**config.mk**
```make
export PLATFORM = sky130hd
export DESIGN_NAME = tm_queue_depth
export DESIGN_NICKNAME = d
export VERILOG_FILES = /design/src/rtl/tm_queue_depth.sv
export SDC_FILE = /design/constraint.sdc
export NUM_CORES = 1
export LEC_CHECK = 0
export BUFFER_PORTS_ARGS = -buffer_cell sky130_fd_sc_hd__buf_2
export CORE_ASPECT_RATIO = 2
export CORE_MARGIN = 2
export CORE_UTILIZATION = 35
export DETAILED_ROUTE_END_ITERATION = 7
export PLACE_DENSITY = 0.59
export SYNTH_ARGS = -nofsm -noshare
export SYNTH_HDL_FRONTEND = slang
export SYNTH_SLANG_ARGS = --single-unit
```
**constraint.sdc**
```tcl
create_clock -name clk -period 9.25 [get_ports clk]
set_input_delay 1.85 -clock clk [delete_from_list [all_inputs] [get_ports clk]]
set_output_delay 1.85 -clock clk [all_outputs]
set_load 0.01 [all_outputs]
```
**src/rtl/tm_queue_depth.sv**
```systemverilog
`timescale 1ns/1ps
`default_nettype none
// +--------------------------------------------------------------------------+
// | tm_queue_depth : per-queue depth tracker (enq/dequeue counters in RAM),  |
// |                  3-cycle read-modify-write pipeline with full forwarding |
// | Optional feature: TM_QUEUE_DEPTH_THRESHOLD_EN (enqueue threshold flag)   |
// | Revision: 1.0                                                            |
// +--------------------------------------------------------------------------+

`ifndef FIRST_LVL_QUEUE_ID_NBITS
`define FIRST_LVL_QUEUE_ID_NBITS 4
`endif

module ram_1r1w #(
  parameter int WIDTH = 5,
  parameter int AW    = 4
) (
  input  logic             clk,
  input  logic             we_i,
  input  logic [AW-1:0]    waddr_i,
  input  logic [WIDTH-1:0] wdata_i,
  input  logic [AW-1:0]    raddr_i,
  output logic [WIDTH-1:0] rdata_o
);
  logic [WIDTH-1:0] mem_q [2**AW];
  logic [WIDTH-1:0] rdata_q;

  // Read-during-write to the same address returns the old contents.
  always_ff @(posedge clk) begin
    if (we_i) mem_q[waddr_i] <= wdata_i;
    rdata_q <= mem_q[raddr_i];
  end

  assign rdata_o = rdata_q;
endmodule

module tm_queue_depth #(
  parameter int QID_NBITS   = `FIRST_LVL_QUEUE_ID_NBITS,
  parameter int DEPTH_NBITS = QID_NBITS + 1
) (
  input  logic                 clk,
  input  logic                 rstn,
  input  logic                 depth_enq_req,
  input  logic [QID_NBITS-1:0] depth_enq_qid,
  input  logic                 depth_deq_req,
  input  logic [QID_NBITS-1:0] depth_deq_qid,
  input  logic [QID_NBITS:0]   queue_threshold,
  output logic                 depth_enq_ack,
  output logic                 depth_enq_to_empty,
  output logic                 depth_enq_over_thr,
  output logic                 depth_deq_ack,
  output logic                 depth_deq_from_emptyp2,
  output logic                 init_done,
  output logic [1:0]           err
);
  localparam logic [QID_NBITS-1:0]   QID_ONE = QID_NBITS'(1);
  localparam logic [DEPTH_NBITS-1:0] CNT_ONE = DEPTH_NBITS'(1);
  localparam logic [DEPTH_NBITS-1:0] CNT_TWO = DEPTH_NBITS'(2);

  typedef enum logic [0:0] {ST_INIT = 1'b0, ST_RUN = 1'b1} state_t;

  state_t                 state_q, state_d;
  logic [QID_NBITS-1:0]   sweep_q, sweep_d;
  logic                   init_we;
  logic                   init_done_q;
  logic [1:0]             err_q;

  // Enqueue pipeline: s1 (RAM read), s2 (compute), wr (ack + RAM write), dly (last write)
  logic                   e1_v_q, e2_v_q, ewr_v_q, edly_v_q;
  logic [QID_NBITS-1:0]   e1_qid_q, e2_qid_q, ewr_qid_q, edly_qid_q;
  logic [DEPTH_NBITS-1:0] e2_e_q, e2_d_q, ewr_cnt_q, edly_cnt_q;
  logic                   enq_te_q, enq_ot_q;
  // Dequeue pipeline, same stages; dwr_v_q is the D write enable, deq_ack_q the ack
  logic                   d1_v_q, d2_v_q, dwr_v_q, ddly_v_q, deq_ack_q, deq_p2_q;
  logic [QID_NBITS-1:0]   d1_qid_q, d2_qid_q, dwr_qid_q, ddly_qid_q;
  logic [DEPTH_NBITS-1:0] d2_e_q, d2_d_q, dwr_cnt_q, ddly_cnt_q;

  logic [DEPTH_NBITS-1:0] ea_rd, eb_rd, da_rd, db_rd;
  logic                   e_we, d_we;
  logic [QID_NBITS-1:0]   e_waddr, d_waddr;
  logic [DEPTH_NBITS-1:0] e_wdata, d_wdata;

  logic [DEPTH_NBITS-1:0] e1_e, e1_d, d1_e, d1_d;
  logic [DEPTH_NBITS-1:0] e2_e_f, e2_d_f, d2_e_f, d2_d_f;
  logic [DEPTH_NBITS-1:0] enq_depth, enq_cnt_new, deq_depth, deq_cnt_new;
  logic                   deq_ok, enq_over;

  function automatic logic [DEPTH_NBITS-1:0] fwd(
    input logic [DEPTH_NBITS-1:0] cur,
    input logic [QID_NBITS-1:0]   qid,
    input logic                   v,
    input logic [QID_NBITS-1:0]   wqid,
    input logic [DEPTH_NBITS-1:0] wcnt
  );
    return (v && (wqid == qid)) ? wcnt : cur;
  endfunction

  always_comb begin
    state_d = state_q;
    sweep_d = sweep_q;
    init_we = 1'b0;
    case (state_q)
      ST_INIT: begin
        init_we = 1'b1;
        sweep_d = sweep_q + QID_ONE;
        if (sweep_q == '1) state_d = ST_RUN;
      end
      default: ;
    endcase
  end

  assign e_we    = init_we | ewr_v_q;
  assign e_waddr = init_we ? sweep_q : ewr_qid_q;
  assign e_wdata = init_we ? '0 : ewr_cnt_q;
  assign d_we    = init_we | dwr_v_q;
  assign d_waddr = init_we ? sweep_q : dwr_qid_q;
  assign d_wdata = init_we ? '0 : dwr_cnt_q;

  ram_1r1w #(.WIDTH(DEPTH_NBITS), .AW(QID_NBITS)) u_ram_ea (
    .clk(clk), .we_i(e_we), .waddr_i(e_waddr), .wdata_i(e_wdata),
    .raddr_i(depth_enq_qid), .rdata_o(ea_rd));
  ram_1r1w #(.WIDTH(DEPTH_NBITS), .AW(QID_NBITS)) u_ram_eb (
    .clk(clk), .we_i(e_we), .waddr_i(e_waddr), .wdata_i(e_wdata),
    .raddr_i(depth_deq_qid), .rdata_o(eb_rd));
  ram_1r1w #(.WIDTH(DEPTH_NBITS), .AW(QID_NBITS)) u_ram_da (
    .clk(clk), .we_i(d_we), .waddr_i(d_waddr), .wdata_i(d_wdata),
    .raddr_i(depth_enq_qid), .rdata_o(da_rd));
  ram_1r1w #(.WIDTH(DEPTH_NBITS), .AW(QID_NBITS)) u_ram_db (
    .clk(clk), .we_i(d_we), .waddr_i(d_waddr), .wdata_i(d_wdata),
    .raddr_i(depth_deq_qid), .rdata_o(db_rd));

  // RAM data misses the writes of the three older requests; s1 patches the two
  // oldest (dly, wr) and s2 patches the newest once it has reached wr.
  assign e1_e = fwd(fwd(ea_rd, e1_qid_q, edly_v_q, edly_qid_q, edly_cnt_q),
                    e1_qid_q, ewr_v_q, ewr_qid_q, ewr_cnt_q);
  assign e1_d = fwd(fwd(da_rd, e1_qid_q, ddly_v_q, ddly_qid_q, ddly_cnt_q),
                    e1_qid_q, dwr_v_q, dwr_qid_q, dwr_cnt_q);
  assign d1_e = fwd(fwd(eb_rd, d1_qid_q, edly_v_q, edly_qid_q, edly_cnt_q),
                    d1_qid_q, ewr_v_q, ewr_qid_q, ewr_cnt_q);
  assign d1_d = fwd(fwd(db_rd, d1_qid_q, ddly_v_q, ddly_qid_q, ddly_cnt_q),
                    d1_qid_q, dwr_v_q, dwr_qid_q, dwr_cnt_q);

  assign e2_e_f      = fwd(e2_e_q, e2_qid_q, ewr_v_q, ewr_qid_q, ewr_cnt_q);
  assign e2_d_f      = fwd(e2_d_q, e2_qid_q, dwr_v_q, dwr_qid_q, dwr_cnt_q);
  assign enq_depth   = e2_e_f - e2_d_f;
  assign enq_cnt_new = e2_e_f + CNT_ONE;

  // A same-cycle enqueue is ordered ahead of the dequeue, so its new count wins.
  assign d2_e_f      = fwd(fwd(d2_e_q, d2_qid_q, ewr_v_q, ewr_qid_q, ewr_cnt_q),
                           d2_qid_q, e2_v_q, e2_qid_q, enq_cnt_new);
  assign d2_d_f      = fwd(d2_d_q, d2_qid_q, dwr_v_q, dwr_qid_q, dwr_cnt_q);
  assign deq_depth   = d2_e_f - d2_d_f;
  assign deq_cnt_new = d2_d_f + CNT_ONE;
  assign deq_ok      = d2_v_q && (deq_depth != '0);

`ifdef TM_QUEUE_DEPTH_THRESHOLD_EN
  assign enq_over = (enq_depth >= queue_threshold);
`else
  logic unused_thr;
  assign unused_thr = ^queue_threshold;
  assign enq_over   = 1'b0;
`endif

  always_ff @(posedge clk or negedge rstn) begin
    if (!rstn) begin
      state_q     <= ST_INIT;
      sweep_q     <= '0;
      init_done_q <= 1'b0;
      err_q       <= '0;
      e1_v_q <= 1'b0; e1_qid_q <= '0;
      e2_v_q <= 1'b0; e2_qid_q <= '0; e2_e_q <= '0; e2_d_q <= '0;
      ewr_v_q <= 1'b0; ewr_qid_q <= '0; ewr_cnt_q <= '0;
      enq_te_q <= 1'b0; enq_ot_q <= 1'b0;
      edly_v_q <= 1'b0; edly_qid_q <= '0; edly_cnt_q <= '0;
      d1_v_q <= 1'b0; d1_qid_q <= '0;
      d2_v_q <= 1'b0; d2_qid_q <= '0; d2_e_q <= '0; d2_d_q <= '0;
      dwr_v_q <= 1'b0; dwr_qid_q <= '0; dwr_cnt_q <= '0;
      deq_ack_q <= 1'b0; deq_p2_q <= 1'b0;
      ddly_v_q <= 1'b0; ddly_qid_q <= '0; ddly_cnt_q <= '0;
    end else begin
      state_q     <= state_d;
      sweep_q     <= sweep_d;
      init_done_q <= (state_q == ST_RUN);
      err_q[0]    <= err_q[0] | (d2_v_q && (deq_depth == '0));
      err_q[1]    <= err_q[1] | ((depth_enq_req | depth_deq_req) & ~init_done_q);

      e1_v_q     <= depth_enq_req & init_done_q;
      e1_qid_q   <= depth_enq_qid;
      e2_v_q     <= e1_v_q;
      e2_qid_q   <= e1_qid_q;
      e2_e_q     <= e1_e;
      e2_d_q     <= e1_d;
      ewr_v_q    <= e2_v_q;
      ewr_qid_q  <= e2_qid_q;
      ewr_cnt_q  <= enq_cnt_new;
      enq_te_q   <= e2_v_q && (enq_depth == '0);
      enq_ot_q   <= e2_v_q && enq_over;
      edly_v_q   <= ewr_v_q;
      edly_qid_q <= ewr_qid_q;
      edly_cnt_q <= ewr_cnt_q;

      d1_v_q     <= depth_deq_req & init_done_q;
      d1_qid_q   <= depth_deq_qid;
      d2_v_q     <= d1_v_q;
      d2_qid_q   <= d1_qid_q;
      d2_e_q     <= d1_e;
      d2_d_q     <= d1_d;
      dwr_v_q    <= deq_ok;
      dwr_qid_q  <= d2_qid_q;
      dwr_cnt_q  <= deq_cnt_new;
      deq_ack_q  <= d2_v_q;
      deq_p2_q   <= d2_v_q && (deq_depth >= CNT_TWO);
      ddly_v_q   <= dwr_v_q;
      ddly_qid_q <= dwr_qid_q;
      ddly_cnt_q <= dwr_cnt_q;
    end
  end

  assign depth_enq_ack          = ewr_v_q;
  assign depth_enq_to_empty     = enq_te_q;
  assign depth_enq_over_thr     = enq_ot_q;
  assign depth_deq_ack          = deq_ack_q;
  assign depth_deq_from_emptyp2 = deq_p2_q;
  assign init_done              = init_done_q;
  assign err                    = err_q;
endmodule
`default_nettype wire

```
==> run metrics <==
status finished, final reports clean; vias in the first global route 7004; PD cells 215.6 mW/mm^2; Area contributors post-synth edfxtp_1 (39%), dfrtp_1 (19%), mux4_2 (18%), dfxtp_1 (3.3%), mux2i_1 (3.2%); setup violators final 0; power share of the clock group 0.368; Slew HR 0.2098; Max FO, Critical Path 9; post-route minimum period 4.548 ns; fillers 3145; buffers and inverters on the worst path 1; Avg Cell Area, Syn 16.69 um^2; placer congestion estimate 0.7660; Initial Utilization 0.3560; Primary FF master, synth edfxtp_1; critical path cell sequence xor2_2 -> nor4_4 -> mux2i_1 -> inv_2 -> ha_1 -> xnor2_1 -> nand2_1 -> o21ai_0 -> ha_1 -> nand2b_1 -> nand2b_1 -> a21oi_1 -> xor2_1 -> xnor2_1 -> a31o_1; post-synth cell types 59; cells after synthesis 733; WS Path Type reg2reg; Worst Skew 0.01331 ns; Multi-input gate area 0.004502 mm^2; placed instance area 0.01277 mm^2; delay-heaviest family, CP compound AO/OA/AOI/OAI gates; Worst-Margin Slew 1.185 ns; num ports 25; sequential fraction of design power 0.507; number of port buffers 18; Comb power frac 0.125; Worst EP arrival 4.97 ns; via count 6313; cts bufs inserted 25; Final HPWL DP 19580 um; syn nets 761; P&R area growth vs syn 11.36%; Post-Synthesis Cell Area 0.01223 mm^2; #FFs+latches synth 271; register-to-register setup slack 4.70 ns; share of cells above drive strength 1 0.2516; largest net degree at the start of global routing 72; DR iter-0 viols 407; r2r worst-path depth 15; die height 268.4 um; CTS hold repair buffers 0; GRT Util Overall 0.1551; Clock Path Buffers 3; Worst-Skew Late Latency 0.53 ns; Hold Crit Class reg2reg; core area 0.03435 mm^2; GR Overflow Total 0; placed insts 1163; Max IR drop VDD 0.1323 mV; die area 0.03655 mm^2; worst r2r src ewr_qid_q[0]; WP data required 9.67 ns; Yosys Warn Count 0; P_sw 733.5 uW; vias per cell 5.226; # DRC 0; crit path launch ewr_qid_q[0]; Peak Freq 219.9 MHz; clk slew on worst S/H paths 0.07 ns; unrepaired setup endpoints after global routing false; CP max stage cell nor4_4; FFs w/ async S/R, synth 0.3358; net switching fraction of the power 0.2498; max-capacitance violation count 0; htree depth 1; Post-synth EDFFs 160; Row Count 96; Register Area 0.007482 mm^2; detailed-router iteration count before antenna repair 4; Resized Gates After CTS 0; Int Power 2.202 mW; max incr delay on CP 0.63 ns; non-filler cells, final 1208; number of cells on the critical path 15; Critical R2R Capture err[0]; worst setup path endpoint err[0]; share of the synthesized area in the top cell type 0.3928; Final TNS setup 0 ns; CTS sink count 271; startpoint class of the critical path register; antenna violations before repair 3; Post-Route WL 27230 um; Chip Width 136.2 um; Pins Over Slew Limit 0; final hold vios 0; Critical Path End Type register; CTS tree built; register area share after synthesis 0.6118; antenna-violating nets left 0; fin nets 777; first-pass GRT wire length 41700 um; Yosys top cell by area edfxtp_1; WL per Instance 22.54 um; Post-Layout Inst Area 0.01362 mm^2; CTS root buffer clkbuf_16; Final period util 0.4917; # diodes 0; leak pwr 4.676 nW; final hold slack 0.3545 ns; postcts setup bufs 0
## sequential cells by signal, summed over array words and instances (netlist names), 5 cells and up
signal / flops
u_ram_db.rdata_o: 5
edly_cnt_q: 5
d2_d_q: 5
d2_e_q: 5
u_ram_ea.rdata_o: 5
e2_d_q: 5
dwr_cnt_q: 5
e2_e_q: 5
ddly_cnt_q: 5
u_ram_db.mem_q: 80
u_ram_da.rdata_o: 5
ewr_cnt_q: 5
u_ram_eb.rdata_o: 5
u_ram_ea.mem_q: 80
## placed cells by master (no fill, tap or decap), drive strengths merged, types with 12 or more instances in the layout
cell | synthesis | final
edfxtp | 160 | 160
clkbuf | 20 | 30
nor2 | 43 | 43
mux4 | 100 | 100
inv | 19 | 20
xnor2 | 25 | 25
mux2i | 39 | 39
o21ai | 25 | 25
buf | 18 | 27
xor2 | 38 | 38
dfrtp | 91 | 91
nand2 | 37 | 37
dfxtp | 20 | 20
and2 | 12 | 12
## layout make-up
cell class,count,share of cell area
inverters,19,0.005237
repair buffers,27,0.01176
clock buffers,30,0.04961
multi-input cells,405,0.3305
flip-flops and latches,271,0.5494
well taps,441,0.04051
clock inverters,15,0.01295
## kinds of logic (layout without fill, tap and decap cells)
family | Yosys count | after routing | synth area share
DFF | 271 | 271 | 0.6118
muxes | 144 | 144 | 0.2207
and+or+nand+nor | 126 | 126 | 0.05504
xor gates and xnor gates | 64 | 64 | 0.04880
AOI/OAI and AO/OA | 58 | 58 | 0.02998
buffers and inverters | 57 | 91 | 0.02066
adders and majority gates | 12 | 12 | 0.01279
other | 1 | 1 | 0.0003066
## worst min-delay path by stage
stage                     startpoint  slack (ns)  cells after the start  endpoint
after floorplan               d1_v_q        0.33                      0    d2_v_q
after global placement        d1_v_q        0.34                      0    d2_v_q
after detailed placement      d1_v_q        0.34                      0    d2_v_q
after CTS                     e1_v_q        0.36                      0    e2_v_q
after global routing          e1_v_q        0.36                      0    e2_v_q
final                         e1_v_q        0.35                      0    e2_v_q
## cells in the mapped netlist, types with 2 or more instances
master    count
a21boi_0      2
a21oi_1       7
a222oi_1      2
a31oi_1       7
a32oi_1       2
a41oi_1       2
and2_1       12
and3_1        2
and3b_1       2
buf_1         5
buf_2         7
buf_4         4
buf_6         2
clkbuf_1     20
dfrtp_1      91
dfxtp_1      20
edfxtp_1    160
ha_1         10
inv_1        17
inv_2         2
mux2_2        5
mux2i_1      39
mux4_2      100
nand2_1      37
nand2b_1      3
nand3_1       3
nor2_1       42
nor3_1        3
nor3b_1       3
nor4_1        4
nor4_2        5
o21ai_0      25
o22ai_1       2
xnor2_1      25
xor2_1       35
xor2_2        3
## worst register-to-register path: cells and delay by family (launching register included)
family,cells,cell delay [ns]
AO/OA/AOI/OAI,3,0.86
XOR/XNOR,4,0.84
adder cells (fa/ha/maj),2,0.65
buffers and inverters,1,0.15
flip-flops,1,0.53
multiplexers,1,0.54
AND/OR/NAND/NOR,4,0.86
## stage by stage
stage	worst slack, ns	power [mW]	util
final	4.702	2.936	0.3965
after CTS	4.741	2.967	0.3965
after global placement	4.761	1.873	0.3716
after floorplan	5.592	1.752	-
after global routing	4.528	3.058	0.3965
after detailed placement	4.751	1.885	0.3716
## power by group through the flow
stage / clock network [mW] / logic [mW] / registers [mW]
5_1_grt: 1.15 / 0.404 / 1.50
4_1_cts: 1.11 / 0.371 / 1.49
3_5_place_dp: 0 / 0.369 / 1.52
6_report: 1.08 / 0.366 / 1.49
2_1_floorplan: 0 / 0.265 / 1.49
3_3_place_gp: 0 / 0.363 / 1.51
## metal layers
layer	track usage	part of all wire
met1	0.1486	0.33
met2	0.3110	0.59
met3	0.01886	0.028
met4	0.08164	0.048
met5	0	0.0014
(Power assumes the default switching activity.)
